$ cat config.mk
export PLATFORM = sky130hd
export DESIGN_NAME = pheap_arbiter
export DESIGN_NICKNAME = d
export VERILOG_FILES = /design/src/rtl/pheap_arbiter.sv
export SDC_FILE = /design/constraint.sdc
export NUM_CORES = 1
export LEC_CHECK = 0
export ABC_AREA = 1
export BUFFER_PORTS_ARGS = -buffer_cell sky130_fd_sc_hd__buf_2
export CORE_MARGIN = 2
export CORE_UTILIZATION = 42
export DETAILED_ROUTE_END_ITERATION = 8
export PLACE_DENSITY = 0.77
export REMOVE_ABC_BUFFERS = 1
export SYNTH_ARGS = -nofsm -noshare
export SYNTH_HDL_FRONTEND = slang
export SYNTH_SLANG_ARGS = --single-unit
$ cat constraint.sdc
create_clock -name clk -period 2.2 [get_ports clk]
set_input_delay 0.33 -clock clk [delete_from_list [all_inputs] [get_ports clk]]
set_output_delay 0.33 -clock clk [all_outputs]
set_load 0.02 [all_outputs]
$ cat src/rtl/pheap_arbiter.sv
// pheap_arbiter: round-robin front end sharing one pheap priority queue
// between NUM_REQ requesters. One heap operation is in flight at a time.
// Requests that would overflow or underflow the heap are rejected locally.
// Dequeued priorities are returned to the requester that asked for them.
//
// Ports
//   clk, rst        : clock, synchronous active-high reset
//   req_valid/deq   : per-requester request strobe and opcode (1 = dequeue)
//   req_prio        : packed priorities, requester k in [32k+31:32k]
//   req_ack/req_err : one-cycle consume / reject-or-timeout pulses
//   resp_valid/prio : one-cycle response pulse to the owner, dequeued value
//   heap_*          : handshake to/from the pheap top
//   count, busy     : tracked occupancy, FSM not idle

package pheapTypes;
  typedef enum logic {ENQ = 1'b0, DEQ = 1'b1} opcode_t;
endpackage

module pheap_arbiter #(
  parameter int NUM_REQ      = 4,
  parameter int CAPACITY     = 15,
  parameter int RESP_TIMEOUT = 64
) (
  input  logic                             clk,
  input  logic                             rst,
  input  logic [NUM_REQ-1:0]               req_valid,
  input  logic [NUM_REQ-1:0]               req_deq,
  input  logic [NUM_REQ*32-1:0]            req_prio,
  output logic [NUM_REQ-1:0]               req_ack,
  output logic [NUM_REQ-1:0]               req_err,
  output logic [NUM_REQ-1:0]               resp_valid,
  output logic [31:0]                      resp_prio,
  output logic                             heap_valid,
  output pheapTypes::opcode_t              heap_op,
  output logic [31:0]                      heap_prio,
  input  logic                             heap_rdy,
  input  logic                             heap_out_valid,
  input  logic [31:0]                      heap_out_prio,
  output logic [$clog2(CAPACITY+1)-1:0]    count,
  output logic                             busy
);

  localparam int CNT_W = $clog2(CAPACITY + 1);
  localparam int IDX_W = (NUM_REQ > 1) ? $clog2(NUM_REQ) : 1;
  localparam int TMR_W = $clog2(RESP_TIMEOUT + 1);

  typedef enum logic [1:0] {IDLE, ISSUE, SETTLE, WAIT_RESP} state_t;

  state_t               state_q, state_d;
  logic [IDX_W-1:0]     rr_ptr_q, rr_ptr_d;
  logic [IDX_W-1:0]     owner_q, owner_d;
  pheapTypes::opcode_t  op_q, op_d;
  logic [31:0]          hprio_q, hprio_d;
  logic                 hvalid_q, hvalid_d;
  logic [CNT_W-1:0]     count_q, count_d;
  logic [TMR_W-1:0]     timer_q, timer_d;
  logic [NUM_REQ-1:0]   ack_q, ack_d;
  logic [NUM_REQ-1:0]   err_q, err_d;
  logic [NUM_REQ-1:0]   rvalid_q, rvalid_d;
  logic [31:0]          rprio_q, rprio_d;
  logic                 busy_q;

  logic [31:0]          prio_arr [NUM_REQ];
  logic                 grant_found;
  logic [IDX_W-1:0]     grant_idx;
  logic [IDX_W-1:0]     grant_next;
  logic [IDX_W-1:0]     cand;
  logic                 grant_deq;
  logic [31:0]          grant_prio;

  // Occupancy never wraps; the local reject checks keep these saturations
  // from ever engaging, the assertion below catches it if they would.
  function automatic logic [CNT_W-1:0] sat_inc(input logic [CNT_W-1:0] c);
    return (c == CNT_W'(CAPACITY)) ? c : c + CNT_W'(1);
  endfunction

  function automatic logic [CNT_W-1:0] sat_dec(input logic [CNT_W-1:0] c);
    return (c == '0) ? c : c - CNT_W'(1);
  endfunction

  always_comb begin
    for (int i = 0; i < NUM_REQ; i++) begin
      prio_arr[i] = req_prio[i*32 +: 32];
    end
  end

  // Round-robin search: first set request at or above rr_ptr, with wrap.
  always_comb begin
    grant_found = 1'b0;
    grant_idx   = '0;
    cand        = '0;
    for (int i = 0; i < NUM_REQ; i++) begin
      cand = IDX_W'((int'(rr_ptr_q) + i) % NUM_REQ);
      if (!grant_found && req_valid[cand]) begin
        grant_found = 1'b1;
        grant_idx   = cand;
      end
    end
    grant_next = (grant_idx == IDX_W'(NUM_REQ - 1)) ? '0 : grant_idx + IDX_W'(1);
    grant_deq  = req_deq[grant_idx];
    grant_prio = prio_arr[grant_idx];
  end

  always_comb begin
    state_d  = state_q;
    rr_ptr_d = rr_ptr_q;
    owner_d  = owner_q;
    op_d     = op_q;
    hprio_d  = hprio_q;
    hvalid_d = hvalid_q;
    count_d  = count_q;
    timer_d  = timer_q;
    ack_d    = '0;
    err_d    = '0;
    rvalid_d = '0;
    rprio_d  = rprio_q;
    case (state_q)
      IDLE: begin
        if (grant_found) begin
          // The pointer advances even on a reject so a blocked requester
          // cannot starve the others.
          rr_ptr_d         = grant_next;
          owner_d          = grant_idx;
          ack_d[grant_idx] = 1'b1;
          if (grant_deq ? (count_q == '0) : (count_q == CNT_W'(CAPACITY))) begin
            err_d[grant_idx] = 1'b1;
          end else begin
            op_d     = grant_deq ? pheapTypes::DEQ : pheapTypes::ENQ;
            hprio_d  = grant_prio;
            hvalid_d = 1'b1;
            state_d  = ISSUE;
          end
        end
      end
      ISSUE: begin
        if (heap_rdy) begin
          hvalid_d = 1'b0;
          count_d  = (op_q == pheapTypes::ENQ) ? sat_inc(count_q) : sat_dec(count_q);
          state_d  = SETTLE;
        end
      end
      SETTLE: begin
        // One dead cycle so the heap's rdy/valid_out reflect this operation.
        timer_d = '0;
        state_d = (op_q == pheapTypes::DEQ) ? WAIT_RESP : IDLE;
      end
      WAIT_RESP: begin
        if (heap_out_valid) begin
          rprio_d           = heap_out_prio;
          rvalid_d[owner_q] = 1'b1;
          state_d           = IDLE;
        end else if (timer_q == TMR_W'(RESP_TIMEOUT - 1)) begin
          // Timeout: occupancy is left decremented, the heap did take the DEQ.
          err_d[owner_q] = 1'b1;
          state_d        = IDLE;
        end else begin
          timer_d = timer_q + TMR_W'(1);
        end
      end
      default: state_d = IDLE;
    endcase
  end

  always_ff @(posedge clk) begin
    if (rst) begin
      state_q  <= IDLE;
      rr_ptr_q <= '0;
      owner_q  <= '0;
      op_q     <= pheapTypes::ENQ;
      hprio_q  <= '0;
      hvalid_q <= 1'b0;
      count_q  <= '0;
      timer_q  <= '0;
      ack_q    <= '0;
      err_q    <= '0;
      rvalid_q <= '0;
      rprio_q  <= '0;
      busy_q   <= 1'b0;
    end else begin
      state_q  <= state_d;
      rr_ptr_q <= rr_ptr_d;
      owner_q  <= owner_d;
      op_q     <= op_d;
      hprio_q  <= hprio_d;
      hvalid_q <= hvalid_d;
      count_q  <= count_d;
      timer_q  <= timer_d;
      ack_q    <= ack_d;
      err_q    <= err_d;
      rvalid_q <= rvalid_d;
      rprio_q  <= rprio_d;
      busy_q   <= (state_d != IDLE);
    end
  end

  a_no_wrap: assert property (@(posedge clk) disable iff (rst)
    (state_q == ISSUE && heap_rdy) |->
      !((op_q == pheapTypes::ENQ && count_q == CNT_W'(CAPACITY)) ||
        (op_q == pheapTypes::DEQ && count_q == '0)));

  assign req_ack    = ack_q;
  assign req_err    = err_q;
  assign resp_valid = rvalid_q;
  assign resp_prio  = rprio_q;
  assign heap_valid = hvalid_q;
  assign heap_op    = op_q;
  assign heap_prio  = hprio_q;
  assign count      = count_q;
  assign busy       = busy_q;

endmodule

==> impl_metrics.yaml <==
final_layout:
  layout-drive-gt1-share_pct: 43.7
  final_nets: 1165
  final_cell_area_um2: 7370
  n_antenna_cell: 0
  final_core_util_pct: 61.1
  area_delta_synth_final_pct: 41.1
grt:
  grt_usage_pct: 22.6
  first_global_vias: 5133
  grt_max_degree: 46
  grt_overflow: 0
  grt_pass1_wl_um: 24200
  antenna_found_initial: 0
power_and_ir_drop:
  power_density_nw_per_um2: 1700
  leakage_nw: 3.49
  peakVddDrop_mv: 1.45
worst_hold_path:
  worstHoldStart: "heap_out_prio[11]"
  hp-class: "in2reg"
timing:
  holdWs_ns: 0.240
  setup_ws_ns: -0.0538
  skew_ns: 0.00957
  min_period_ns: 2.25
  tightest_slew_ns: 0.612
  final_max_slew_viol_count: 0
  finalSetupViolCount: 32
  hold_viol: 0
  max_freq_mhz: 444
  setup-tns-final_ns: -1.17
  finalCritPeriodShare_pct: 102
  rsz0062_at_grt: "true"
  slew_headroom_pct: 59.2
routing:
  wire_per_inst_um: 14.4
  ant_nets: 0
  vias: 5860
  first_pass_iters: 5
  drc: 0
  drtIter0Drc: 360
  wl_um: 16600
  viasPerCell: 5.09
clocking:
  clk_latency_ns: 0.34
  cts_buffers: 9
  cts.reportedPaths.clkPinSlew_ns: 0.06
  htree_levels: 3
  clk_path_buf_depth: 2
  cts-hold-fix-buffers: 0
  cts-root-buf: "clkbuf_16"
  clock-sinks: 96
  cts_tree: "done"
critical_path:
  crit_chain: "buf_12 -> inv_12 -> nand2_2 -> nand2_2 -> nand2_2 -> nand2_2 -> nand2_4 -> nand2_4 -> nand2_4 -> nand3_4 -> nand2_4 -> nand3_4 -> nand2_4 -> nand2_4 -> nand2_4 -> nand3_4 -> clkinv_8 -> clkbuf_16 -> nand2_2 -> a21oi_2"
  worstSetupPathType: "reg2reg"
  r2r-start: "rr_ptr_q[0]$_SDFFE_PP0P_"
  slowest_delay_ns: 0.37
  slowest_stage: "dfxtp_4"
  cp_data_arrival_time_ns: 2.52
  cp_max_fo: 9
  end_kind: "flip-flop"
  crit_buf_inv: 4
  critPathLaunchType: "flip-flop"
  crit_family: "simple AND/OR/NAND/NOR gates"
  worst_path_most_repeated_cell: "nand2_4"
  crit_start: "rr_ptr_q[0]$_SDFFE_PP0P_"
  critical_path_required_ns: 2.47
flow_run:
  drv_cap: 0
run_status:
  status: "complete, but fails checks"
  failed_checks: "negative setup slack"
synthesis:
  yosys-top-cells-area: "dfxtp_1, nor2_1, o21ai_0"
  synth_cell_types: 37
  yosysWarningCount: 0
  ys_ff_latch: 96
  synth.top_cell.area_share_pct: 36.8
  avgSynthCellArea_um2: 7.23
  yosysTopAreaCell: "dfxtp_1"
  yosysSeqAreaShare_pct: 36.8
  syn_inst: 722
  synth_area_um2: 5220
floorplan:
  start_util_pct: 43.3
  fp.dieArea_um2: 13300
  die_x_um: 115
  core_area_um2: 12100
  rows: 40
  ioPinCount: 255
  fp.dieH_um: 115
place:
  port_buffers: 254
  dpl_cell_area_um2: 6740
  gp_congestion: 0.901
  dp_hpwl_um: 12200
## cell usage after synthesis (all sizes together)
master,n
o21ai,108
or2,1
ha,12
buf,16
nor3b,1
nor4,2
nand4,9
fa,1
a31oi,1
nand2,135
dfxtp,96
nor2,146
a21oi,50
nand3,25
xor2,2
clkbuf,21
a211oi,2
inv,49
o22ai,32
dlygate4sd1,4
nor3,8
xnor2,1
## repair_timing
action	in CTS	in global routing
buffers inserted	0	3
cloned	0	4
gates resized for setup	11	57
endpoints found under the hold margin	0	0
pin swaps	2	13
setup endpoints to repair	33	44
## sequential cells by signal, summed over array words and instances, names as in the netlist
| signal | count |
|---|---|
| owner_q | 2 |
| count | 4 |
| resp_prio | 32 |
| heap_prio | 32 |
| state_q | 2 |
| timer_q | 7 |
| req_err | 4 |
| req_ack | 4 |
| busy | 1 |
| heap_op | 1 |
| rr_ptr_q | 2 |
| heap_valid | 1 |
| resp_valid | 4 |
## cells by family after synthesis
logic type	synth area share, %
simple gates	29.4
fa+ha+maj	3.26
xor+xnor	0.503
compound gates	21.5
flops	36.8
buf+inv	8.53
## final timing paths
kind / cells past startpoint / slack [ns] / endpoint
worst max-delay path: 20 / -0.05 / heap_prio[17]$_SDFFE_PP0P_
worst min-delay path: 3 / 0.24 / resp_prio[11]$_SDFFE_PP0P_
worst max register to register: 20 / -0.05 / heap_prio[17]$_SDFFE_PP0P_
worst min register to register: 2 / 0.46 / heap_prio[19]$_SDFFE_PP0P_
## metal layers
layer	up-vias	GRT usage, %	wire length [um]
li1	2906	-	-
met1	2677	27.5	6800
met2	240	39.8	8190
met3	37	4.29	1210
met4	0	8.43	408
met5	-	0	0
## power by group
part / switching [mW] / total [mW] / internal [mW]
combinational: 5.35 / 8.91 / 3.56
clock: 0.655 / 1.41 / 0.756
sequential: 0.187 / 2.24 / 2.06
## stage by stage
stage	setup WS (ns)	total power, mW	std cells
4_1_cts	-0.0114	11.6	1146
2_1_floorplan	-0.910	7.26	681
3_5_place_dp	-0.0585	10.0	1131
5_1_grt	-0.194	13.5	1152
3_3_place_gp	0.00834	9.91	1131
6_report	-0.0538	12.6	1152
## final cells by class
cell class | count | area, um2
clock buffer | 9 | 225
fill | 1090 | 4690
tap | 168 | 210
clock inverter | 6 | 37.5
sequential | 96 | 1930
multi-input combinational | 536 | 3070
timing repair buffer | 288 | 1690
inverter | 49 | 211
## layout by cell type, fill, tap and decap left out, drive strengths merged
cell type | netlist | layout
ha | 12 | 12
o22ai | 32 | 32
clkbuf | 21 | 13
or2 | 1 | 1
xnor2 | 1 | 1
dfxtp | 96 | 96
a21oi | 50 | 50
buf | 16 | 284
inv | 49 | 48
o21ai | 108 | 108
nor2 | 146 | 146
xor2 | 2 | 2
clkinv | 0 | 7
a31oi | 1 | 1
nor3 | 8 | 8
nor3b | 1 | 1
fa | 1 | 1
nor4 | 2 | 2
a211oi | 2 | 2
nand4 | 9 | 9
nand3 | 25 | 25
nand2 | 135 | 135
## tightest hold or removal path, cell delays in order
cell	delay [ns]
buf_2	0.07
o21ai_0	0.07
nor2_1	0.07
Power figures use the tool's default switching activity.
